[src/rtl/seq_detector_param.sv]
// rtl/seq_detector_param.sv - parameterised symbol-sequence detector (strict/run modes, loadable pattern)
// Optional saturating hit counter on match_cnt when SEQDET_CNT_EN is defined.
module seq_detector_param #(
    parameter int SYM_W   = 2,
    parameter int PAT_LEN = 3,
    parameter logic [SYM_W*PAT_LEN-1:0] RESET_PAT = 6'b11_10_01
) (
    input  logic                     clk,
    input  logic                     reset,
    input  logic                     in_valid,
    input  logic [SYM_W-1:0]         num,
    input  logic                     mode,
    input  logic                     pat_load,
    input  logic [SYM_W*PAT_LEN-1:0] pat_data,
    output logic                     ans,
    output logic                     hit
`ifdef SEQDET_CNT_EN
    ,
    output logic [15:0]              match_cnt
`endif
);

    localparam int             KW     = $clog2(PAT_LEN + 1);
    localparam logic [KW-1:0]  K_FULL = KW'(PAT_LEN);
    localparam logic [KW-1:0]  K_ONE  = KW'(1);

    logic [SYM_W*PAT_LEN-1:0] r_pat;
    logic [KW-1:0]            r_k;
    logic                     r_hit;

    logic [SYM_W-1:0]         w_cur;
    logic [SYM_W-1:0]         w_prev;
    logic [KW-1:0]            w_restart;
    logic [KW-1:0]            w_k_next;

    // w_cur = pat[k] (symbol that advances), w_prev = pat[k-1] (symbol that may repeat)
    always_comb begin
        w_cur  = '0;
        w_prev = '0;
        for (int i = 0; i < PAT_LEN; i++) begin
            if (r_k == KW'(i))
                w_cur = r_pat[i*SYM_W +: SYM_W];
            if (r_k == KW'(i + 1))
                w_prev = r_pat[i*SYM_W +: SYM_W];
        end
    end

    assign w_restart = (num == r_pat[SYM_W-1:0]) ? K_ONE : '0;

    always_comb begin
        w_k_next = w_restart;
        if (r_k == K_FULL) begin
            if (mode && (num == w_prev))
                w_k_next = K_FULL;
        end else if (num == w_cur) begin
            w_k_next = r_k + K_ONE;
        end else if (mode && (r_k != '0) && (num == w_prev)) begin
            w_k_next = r_k;
        end
    end

    always_ff @(posedge clk or posedge reset) begin
        if (reset) begin
            r_pat <= RESET_PAT;
            r_k   <= '0;
            r_hit <= 1'b0;
        end else if (pat_load) begin
            r_pat <= pat_data;
            r_k   <= '0;
            r_hit <= 1'b0;
        end else if (in_valid) begin
            r_k   <= w_k_next;
            r_hit <= (w_k_next == K_FULL) && (r_k != K_FULL);
        end else begin
            r_hit <= 1'b0;
        end
    end

    assign ans = (r_k == K_FULL);
    assign hit = r_hit;

`ifdef SEQDET_CNT_EN
    logic [15:0] r_match_cnt;

    always_ff @(posedge clk or posedge reset) begin
        if (reset) begin
            r_match_cnt <= '0;
        end else if (pat_load) begin
            r_match_cnt <= '0;
        end else if (r_hit && (r_match_cnt != 16'hFFFF)) begin
            r_match_cnt <= r_match_cnt + 16'd1;
        end
    end

    assign match_cnt = r_match_cnt;
`endif

endmodule

[config.mk]
export PLATFORM = sky130hd
export DESIGN_NAME = seq_detector_param
export DESIGN_NICKNAME = d
export VERILOG_FILES = /design/src/rtl/seq_detector_param.sv
export SDC_FILE = /design/constraint.sdc
export NUM_CORES = 1
export LEC_CHECK = 0
export CAP_MARGIN = 20
export CORE_MARGIN = 2
export CORE_UTILIZATION = 50
export DETAILED_ROUTE_END_ITERATION = 7
export PLACE_DENSITY = 0.87
export REMOVE_ABC_BUFFERS = 1
export SLEW_MARGIN = 20
export SYNTH_ARGS = -nofsm -noshare
export SYNTH_HDL_FRONTEND = slang
export SYNTH_SLANG_ARGS = --single-unit
export TNS_END_PERCENT = 20
[constraint.sdc]
create_clock -name clk -period 2.61 [get_ports clk]
set_input_delay 0.6525 -clock clk [delete_from_list [all_inputs] [get_ports clk]]
set_output_delay 0.6525 -clock clk [all_outputs]
set_load 0.03 [all_outputs]
; Word-level counts from Yosys, hierarchy flattened
; Index checks and enable logic that the tools add are counted.
[word_totals]
ff_bits = 9
latchBits = 0
ramBits = 0
rom_bits = 0
in_bits = 13
output_inout_bits = 2
elab_cells = 34
memories = 0
[classes]
n_addsub = 1
multipliers = 0
div = 0
n_lt_le_gt_ge = 0
eq_ne = 8
shift = 0
mux = 15
bitwise = 0
reduce_logical = 7
[op_table]
columns = cell, count
row1 = 2-to-1 mux 2 bit, 12
row2 = equality test 2 bit, 3
row3 = equality test 2 bit (second input constant), 3
row4 = logical AND 1 bit, 4
row5 = nonzero test 2 bit, 2
row6 = 2-to-1 mux 1 bit, 3
row7 = adder 2 x 1 -> 2 bit (second input constant), 1
row8 = equality test 2 x 1 -> 1 bit (second input constant), 1
row9 = zero test 2 bit, 1
row10 = inequality test 2 bit (second input constant), 1

; Longest topological paths before layout
; Gate-level depths: netlist (run 1).
[logic_depth]
depth_word = 13
mapped_depth = 8
mapped_depth_nobuf = 8

; Worst setup path after synthesis (run 1)
; No wires, ideal clock.
[synth_path]
path_type = in2reg
start = in num[0]
end = reg r_k[0]
setup_ns = 0.095
arrival_time_ns = 2.116
required_ns = 2.515
path_slack_ns = 0.398
stages = 7
n_path_buf = 1
path_cell_list = buf_2 xnor2_2 a31oi_1 or3b_1 a311oi_2 o21ai_1 o32ai_2
[synth_via]
elab_chain_len = 7
elab_cells_between_ends = 12
cone_classes = eq/ne: 3 / mux: 7 / reduce/logical: 2
[synth_lines]
columns = element, line
row1 = start: declaration, 11  ; input logic [SYM_W-1:0] num,
row2 = "equality test 2 bit, on equally long branches", "48, 53, 57"
row3 = 2-to-1 mux 1 bit / logical AND 1 bit (equally long branches), "48, 57"
row4 = 2-to-1 mux 2 bit, 57  ; end else if (mode && (r_k != '0) && (num == w_prev)) begin
row5 = 2-to-1 mux 2 bit, 55  ; end else if (num == w_cur) begin
row6 = 2-to-1 mux 2 bit (*), 52  ; if (r_k == K_FULL) begin
row7 = 2-to-1 mux 2 bit (*), 71  ; end else if (in_valid) begin
row8 = 2-to-1 mux 2 bit (*), 67  ; end else if (pat_load) begin
row9 = end signal: assignment, 72  ; r_k <= w_k_next;
row10 = end: declaration, 28  ; logic [KW-1:0] r_k;
; Every way passes the cells marked *; elsewhere a longest branch is shown, timed or not. The select of a mux whose other input is x is not followed.
; A chain may end at the register's enable or synchronous reset.

; Worst setup path in the final report (run 1)
; Same ends and word-level chain as after synthesis.

==> results of run 1 <==
[cell families (layout without fill, tap and decap cells)]
logic type | after synthesis | in the layout | share of synthesized area
DFF | 9 | 9 | 0.297
xor gates and xnor gates | 5 | 5 | 0.0661
AOI/OAI and AO/OA | 20 | 20 | 0.208
muxes | 5 | 5 | 0.0726
buffers and inverters | 8 | 31 | 0.0500
adders and majority gates | 4 | 4 | 0.0645
and+or+nand+nor | 33 | 33 | 0.242
[sequential cells by signal, summed over array words and instances (netlist names)]
signal,flops
hit,1
r_k,2
r_pat,6
[per-layer routing]
metal	GRT usage	up-vias	share of wire
met5	0	-	0
met4	0.0909	0	0.0053
met3	0.0375	2	0.043
li1	-	361	-
met2	0.337	24	0.47
met1	0.296	349	0.48
[power groups by stage]
stage / Combinational, W / Sequential [W] / Clock [W]
final: 0.000176 / 0.000172 / 0.000109
after floorplan: 0.000106 / 0.000171 / 0
after CTS: 0.000172 / 0.000172 / 0.000113
after detailed placement: 0.000172 / 0.000175 / 0
after global placement: 0.000165 / 0.000174 / 0
after global routing: 0.000195 / 0.000175 / 0.000121
[worst min-delay path by stage]
stage / startpoint / to / slack, ps / cells after the start
after floorplan: reset / hit / 480 / 1
after global placement: r_pat[2] / r_pat[2] / 560 / 2
after detailed placement: r_pat[2] / r_pat[2] / 580 / 2
after CTS: r_pat[2] / r_pat[2] / 590 / 2
after global routing: r_pat[5] / r_pat[5] / 630 / 1
final: r_pat[2] / r_pat[2] / 590 / 2
[critical path: stages]
cell             delay, ps
clkdlybuf4s50_1        560
and4bb_1               210
a31oi_1                 40
or3b_1                 400
a311oi_4               390
o21ai_1                130
o32ai_2                270
[synthesized netlist by cell type (all sizes together) (2+ instances only)]
| cell type | instances | area, µm² |
|---|---|---|
| nor2 | 2 | 7.51 |
| xnor2 | 2 | 25.0 |
| a31oi | 2 | 12.5 |
| ha | 4 | 50.1 |
| dfstp | 4 | 105 |
| and2 | 2 | 12.5 |
| and4 | 2 | 18.8 |
| buf | 2 | 16.3 |
| mux2 | 5 | 56.3 |
| inv | 5 | 18.8 |
| a21oi | 3 | 15.0 |
| nor3 | 2 | 10.0 |
| nand2 | 11 | 41.3 |
| o221ai | 3 | 26.3 |
| dfrtp | 5 | 125 |
| xor2 | 3 | 26.3 |
| nand2b | 4 | 25.0 |
| nand3 | 3 | 15.0 |
| o21ai | 3 | 15.0 |
[layout make-up]
class | instances | area [µm²] | area share
clock buffer | 4 | 26.3 | 0.0259
inverter | 5 | 18.8 | 0.0185
multi-input combinational | 67 | 518 | 0.511
sequential | 9 | 230 | 0.227
tap | 16 | 20.0 | 0.0198
timing repair buffer | 22 | 200 | 0.198
[what timing repair did]
action,in CTS,in global routing
endpoints found under the setup margin,0,1
gates resized for setup,0,1
hold buffers,0,0
[through the flow]
stage | utilization | hold slack, ps | area [µm²] | cells | total power (W)
detailed placement | 0.663 | 579 | 976 | 119 | 0.000346
finish | 0.689 | 586 | 1010 | 123 | 0.000457
global placement | 0.663 | 555 | 976 | 119 | 0.000339
CTS | 0.681 | 594 | 1000 | 123 | 0.000457
global route | 0.689 | 630 | 1010 | 123 | 0.000491
floorplan | - | 478 | 756 | 81 | 0.000277
==> results.json, run 1 <==
{
  "status": "complete, no violations",
  "yosysWarnings": 0,
  "postCtsSetupRepairBufs": 0,
  "clock_skew_ps": 6.73,
  "crit_arrival_ps": 2660,
  "dp_hpwl_um": 1320,
  "drtIter0Drc": 26,
  "critPathLaunchType": "input port",
  "pwr-share-clk": 0.238,
  "grt_max_degree": 12,
  "syn_to_final_growth_pct": 30.6,
  "drc": 0,
  "cts_tree": "yes",
  "final_cell_mix": "clkdlybuf4s50_1, nand2_1, buf_4",
  "worst_slew_pin_slew_ps": 408,
  "post_drt_wl_per_cell_um": 13.7,
  "cts_sinks": 9,
  "synth.distinct_cells": 40,
  "combPwrFrac": 0.385,
  "ys.flop_type": "dfrtp_1",
  "reg2reg_slack_ps": 360,
  "finalSetupViolations": 0,
  "yosysSeqAreaShare": 0.297,
  "post-place-ws_ps": -145,
  "slew_headroom": 0.727,
  "avgSynthCellArea_um2": 9.24,
  "setup.worst_path.start": "num[0]",
  "core_um2": 1470,
  "tns_ps": 0,
  "vias": 736,
  "initial_core_util": 0.527,
  "p_leak_nw": 0.418,
  "portBuffers": 14,
  "final.min_clock_period_ps": 2490,
  "pin_count": 15,
  "fmax_ghz": 0.401,
  "antenna_left": 0,
  "hold_class": "flip-flop to flip-flop",
  "maxSlewViolCount": 0,
  "vias_per_cell": 5.98,
  "crit_path_max_fanout": 5,
  "layout-drive-gt1-share": 0.243,
  "ys_ff_latch": 9,
  "drt-pass1-iter-count": 5,
  "period_share": 0.954,
  "criticalPathCategory": "input port to flip-flop",
  "r2r-end": "r_k[0]",
  "insertion_delay_ps": 260,
  "grt_overflow": 0,
  "crit_end": "r_k[0]",
  "r2r_start": "r_k[0]",
  "timing_hold_violations_final": 0,
  "cts-root-buf": "clkbuf_4",
  "place_congestion": 0.854,
  "netSwitchingFraction": 0.330,
  "die_h_um": 43.4,
  "mappedNetlistArea_um2": 776,
  "antenna_found_initial": 0,
  "cts_buffer_depth": 2,
  "async_reset_ff_frac": 1.00,
  "cts_made_buffers": 3,
  "cts_max_level": 1,
  "cts.clk_slew.worst_paths_ps": 70,
  "p_sw_w": 0.000151,
  "cp.required_ps": 2780,
  "core.rowCount": 14,
  "antenna_cells": 0,
  "grt_usage": 0.216,
  "dieArea_um2": 1880,
  "rr_worst_depth": 8,
  "cp-end-kind": "flip-flop",
  "num-fill-cells": 124,
  "powerDensity_nw_per_um2": 451,
  "fin_ws_ps": 119,
  "seqPwrFrac": 0.377,
  "grt_pass1_vias": 702,
  "synth_cells": 84,
  "grt_pass1_wl_um": 3020,
  "layout_commonest_cell": "clkdlybuf4s50_1",
  "wl_um": 1690,
  "drv_cap": 0,
  "max-vdd-ir-drop_uv": 362,
  "synth_edf_count": 0,
  "dieWidth_um": 43.4,
  "nNetsFinal": 125,
  "p_int_w": 0.000306
}
(Power assumes the default switching activity.)
==> run 2, diff against run 1 <==
Settings changed: CELL_PAD_IN_SITES_DETAIL_PLACEMENT from default to 1, CELL_PAD_IN_SITES_GLOBAL_PLACEMENT from default to 1, CORE_UTILIZATION 50 to 45, DONT_BUFFER_PORTS from default to 1, HOLD_SLACK_MARGIN from default to 0.1, PLACE_DENSITY 0.87 to 0.85.
==> results.json, run 2 (synthesis results as in run 1) <==
{
  "powerDensity_nw_per_um2": 504,
  "core.rowCount": 15,
  "syn_to_final_growth_pct": 4.52,
  "antenna_cells": 0,
  "final_cell_mix": "nand2_1, mux2_2, inv_1, dfrtp_1",
  "cts_buffer_depth": 2,
  "drt-pass1-iter-count": 4,
  "grt_pass1_vias": 710,
  "r2r_start": "r_k[0]",
  "p_leak_nw": 0.326,
  "layout_commonest_cell": "nand2_1",
  "cts_max_level": 1,
  "cts_resized": 0,
  "worst_slew_pin_slew_ps": 401,
  "period_share": 0.874,
  "crit_chain": "inv_1, ha_1, or3b_1, a311oi_2, o221ai_1, o21a_1",
  "grt_pass1_wl_um": 3160,
  "worst_path_largest_cell_delay_ps": 470,
  "vias_per_cell": 6.37,
  "r2r-end": "hit",
  "grt_usage": 0.206,
  "p_int_w": 0.000275,
  "nNetsFinal": 104,
  "clock_skew_ps": 4.35,
  "drc": 0,
  "vias": 656,
  "drv_cap": 0,
  "layout-drive-gt1-share": 0.221,
  "cts_hold_buf": 0,
  "antenna_left": 0,
  "grt_max_degree": 12,
  "cts-root-buf": "clkbuf_4",
  "cts_sinks": 9,
  "insertion_delay_ps": 250,
  "die_h_um": 45.5,
  "wl_um": 1800,
  "max-vdd-ir-drop_uv": 328,
  "grt_overflow": 0,
  "seqPwrFrac": 0.428,
  "initial_core_util": 0.464,
  "crit_slowest_cell": "dfrtp_1",
  "core_um2": 1670,
  "cts_tree": "yes",
  "slew_headroom": 0.732,
  "largest_reg_flops": 6,
  "postPlaceCellArea_um2": 785,
  "critPathLaunchType": "flip-flop",
  "pin_count": 15,
  "fmax_ghz": 0.438,
  "finalSetupViolations": 0,
  "final.min_clock_period_ps": 2280,
  "reg2reg_slack_ps": 330,
  "cp-end-kind": "flip-flop",
  "rsz0062_at_grt": "no",
  "dp_hpwl_um": 1450,
  "tns_ps": 0,
  "criticalPathCategory": "flip-flop to flip-flop",
  "netSwitchingFraction": 0.327,
  "fin_area_um2": 811,
  "combPwrFrac": 0.320,
  "place_congestion": 0.804,
  "timing_hold_violations_final": 0,
  "crit_path_max_fanout": 7,
  "post_drt_wl_per_cell_um": 17.5,
  "postCtsSetupRepairBufs": 0,
  "hold_class": "input port to asynchronous set/reset pin",
  "maxSlewViolCount": 0,
  "pwr-share-clk": 0.253,
  "dieWidth_um": 45.5,
  "dieArea_um2": 2070,
  "drtIter0Drc": 12,
  "portBuffers": 0,
  "cts_made_buffers": 3,
  "p_sw_w": 0.000133,
  "path_buf_inv": 1,
  "top_register": "r_pat",
  "cp.required_ps": 2760,
  "crit_arrival_ps": 2430,
  "status": "complete, no violations",
  "crit_family": "compound AO/OA/AOI/OAI gates",
  "cts.clk_slew.worst_paths_ps": 60,
  "rr_worst_depth": 6,
  "antenna_found_initial": 0
}
## run 2: through the flow
step	utilization	hold slack (ps)	total power, W	setup slack, ps	instances
finish	0.485	236	0.000408	328	103
global route	0.485	268	0.000437	163	103
CTS	0.485	234	0.000415	347	103
detailed placement	0.470	518	0.000306	366	99
global placement	0.470	508	0.000299	376	99
floorplan	-	478	0.000277	524	81
## run 2: area by class of cell
| cell class | instances | area (µm²) |
|---|---|---|
| fill | 193 | 860 |
| multi-input combinational | 67 | 507 |
| sequential | 9 | 230 |
| tap | 17 | 21.3 |
| clock buffer | 4 | 26.3 |
| timing repair buffer | 1 | 7.51 |
| inverter | 5 | 18.8 |
## run 2: routing by layer
layer  track usage  up-vias  share of wire
li1              -      312              -
met1         0.279      324           0.44
met2         0.344       16           0.51
met3        0.0159        4          0.025
met4        0.0706        0          0.019
met5             0        -              0
## run 2: power groups by stage
| stage | clock network, W | logic, W | registers, W |
|---|---|---|---|
| floorplan | 0 | 0.000106 | 0.000171 |
| global placement | 0 | 0.000124 | 0.000175 |
| detailed placement | 0 | 0.000130 | 0.000176 |
| CTS | 0.000110 | 0.000131 | 0.000174 |
| global route | 0.000113 | 0.000147 | 0.000177 |
| finish | 0.000103 | 0.000130 | 0.000175 |
## run 2: how the worst max path moves through the flow
stage | startpoint | endpoint | slack (ps) | cells after the start
floorplan | num[1] | r_k[0] | 520 | 6
global placement | num[1] | hit | 380 | 6
detailed placement | r_k[0] | hit | 370 | 6
CTS | r_k[0] | hit | 350 | 6
global route | r_k[0] | r_k[0] | 160 | 6
finish | r_k[0] | hit | 330 | 6
## run 2: worst reg2reg max path: stages, from the launching register on
cell and delay [ps]:
dfrtp_1 470, inv_1 160, ha_1 300, or3b_1 420, a311oi_2 440, o221ai_1 180
o21a_1 210
==> run 3, diff against run 2 <==
Settings changed: SETUP_SLACK_MARGIN from default to 0.3.
==> results.json, run 3 (synthesis results as in run 1) <==
{
  "status": "complete, no violations",
  "vias": 652,
  "fin_ws_ps": 433,
  "vias_per_cell": 6.33,
  "timing_hold_violations_final": 0,
  "drc": 0,
  "num-fill-cells": 192,
  "place_congestion": 0.804,
  "reg2reg_slack_ps": 430,
  "die_h_um": 45.5,
  "post-place-ws_ps": 366,
  "syn_to_final_growth_pct": 6.94,
  "finalSetupViolations": 0,
  "clock_skew_ps": 4.19,
  "cts_made_buffers": 3,
  "pin_count": 15,
  "largest_reg_flops": 6,
  "core_um2": 1670,
  "cts-root-buf": "clkbuf_4",
  "dieWidth_um": 45.5,
  "drtIter0Drc": 9,
  "p_leak_nw": 0.331,
  "crit_family": "compound AO/OA/AOI/OAI gates",
  "initial_core_util": 0.464,
  "cts_sinks": 9,
  "worst_slew_pin_slew_ps": 552,
  "grt_pass1_vias": 710,
  "dp_hpwl_um": 1450,
  "cts_max_level": 1,
  "insertion_delay_ps": 250,
  "grt_overflow": 0,
  "maxSlewViolCount": 0,
  "crit_chain": "inv_1, ha_1, or3b_1, a311oi_4, o21ai_1, o32ai_2",
  "rsz0062_at_grt": "no",
  "tns_ps": 0,
  "crit_arrival_ps": 2340,
  "nNetsFinal": 104,
  "final_cell_mix": "nand2_1, mux2_2, inv_1",
  "path_buf_inv": 1,
  "fmax_ghz": 0.459,
  "drv_cap": 0,
  "postCtsSetupRepairBufs": 0,
  "grt_max_degree": 12,
  "slew_headroom": 0.632,
  "r2r_start": "r_k[0]",
  "layout_commonest_cell": "nand2_1",
  "powerDensity_nw_per_um2": 503,
  "core.rowCount": 15,
  "grt_usage": 0.206,
  "post_drt_wl_per_cell_um": 18.6,
  "dieArea_um2": 2070,
  "wl_um": 1920,
  "top_register": "r_pat",
  "cts_tree": "yes",
  "hold_class": "input port to asynchronous set/reset pin",
  "max-vdd-ir-drop_uv": 311,
  "period_share": 0.834,
  "criticalPathCategory": "flip-flop to flip-flop",
  "setup.worst_path.start": "r_k[0]",
  "cts_buffer_depth": 2,
  "final.min_clock_period_ps": 2180,
  "cp-end-kind": "flip-flop",
  "crit_path_max_fanout": 7,
  "grt_pass1_wl_um": 3160,
  "portBuffers": 0,
  "crit_slowest_cell": "or3b_1",
  "antenna_left": 0,
  "cp.required_ps": 2770,
  "worst_path_largest_cell_delay_ps": 450,
  "layout-drive-gt1-share": 0.244,
  "critPathLaunchType": "flip-flop",
  "antenna_found_initial": 0,
  "cts.clk_slew.worst_paths_ps": 60,
  "drt-pass1-iter-count": 4,
  "antenna_cells": 0
}
==> run 3: cell counts in the layout (fill, tap and decap cells not counted) <==
No cell type changed its count.
==> run 3: area by class of cell <==
| class | count | area, µm² | share of cell area |
|---|---|---|---|
| Tap cell | 17 | 21.3 | 0.0256 |
| Multi-Input combinational cell | 67 | 524 | 0.632 |
| Timing Repair Buffer | 1 | 7.51 | 0.00905 |
| Clock buffer | 4 | 26.3 | 0.0317 |
| Sequential cell | 9 | 231 | 0.279 |
| Inverter | 5 | 18.8 | 0.0226 |
==> run 3: path summary, 6_finish.rpt <==
check / cells after the start / end
setup / recovery: 6 / r_k[0]
hold / removal: 1 / r_k[1]
setup reg to reg: 6 / r_k[0]
hold reg to reg: 2 / r_pat[2]
max in group asynchronous: 1 / r_pat[3]
min in group clk: 1 / r_k[0]
==> run 3: what timing repair did <==
item | in CTS | in global routing
gates resized for setup | 0 | 3
hold buffers | 0 | 0
setup endpoints to repair | 0 | 3
==> run 3: worst reg2reg max path, stage by stage, from the launching register on <==
cell and delay, ps:
dfrtp_2 430, inv_1 130, ha_1 290, or3b_1 450, a311oi_4 400, o21ai_1 130
o32ai_2 250
==> run 3: per-layer routing <==
layer,vias up,track usage,share of wire
li1,312,-,-
met1,320,0.279,0.47
met2,16,0.344,0.49
met3,4,0.0159,0.014
met4,0,0.0706,0.019
met5,-,0,0
==> run 3: power breakdown <==
part	switching, W	internal (W)
combinational	0.0000783	0.0000617
clock	0.0000437	0.0000586
sequential	0.0000175	0.000158
==> run 3: stage by stage <==
| step | hold WS, ps | total power (W) | instances | instance area, µm² | utilization |
|---|---|---|---|---|---|
| 6_report | 239 | 0.000418 | 103 | 830 | 0.497 |
| 3_5_place_dp | 518 | 0.000306 | 99 | 785 | 0.470 |
| 4_1_cts | 234 | 0.000415 | 103 | 811 | 0.485 |
| 3_3_place_gp | 508 | 0.000299 | 99 | 785 | 0.470 |
| 5_1_grt | 268 | 0.000447 | 103 | 830 | 0.497 |
| 2_1_floorplan | 478 | 0.000277 | 81 | 756 | - |
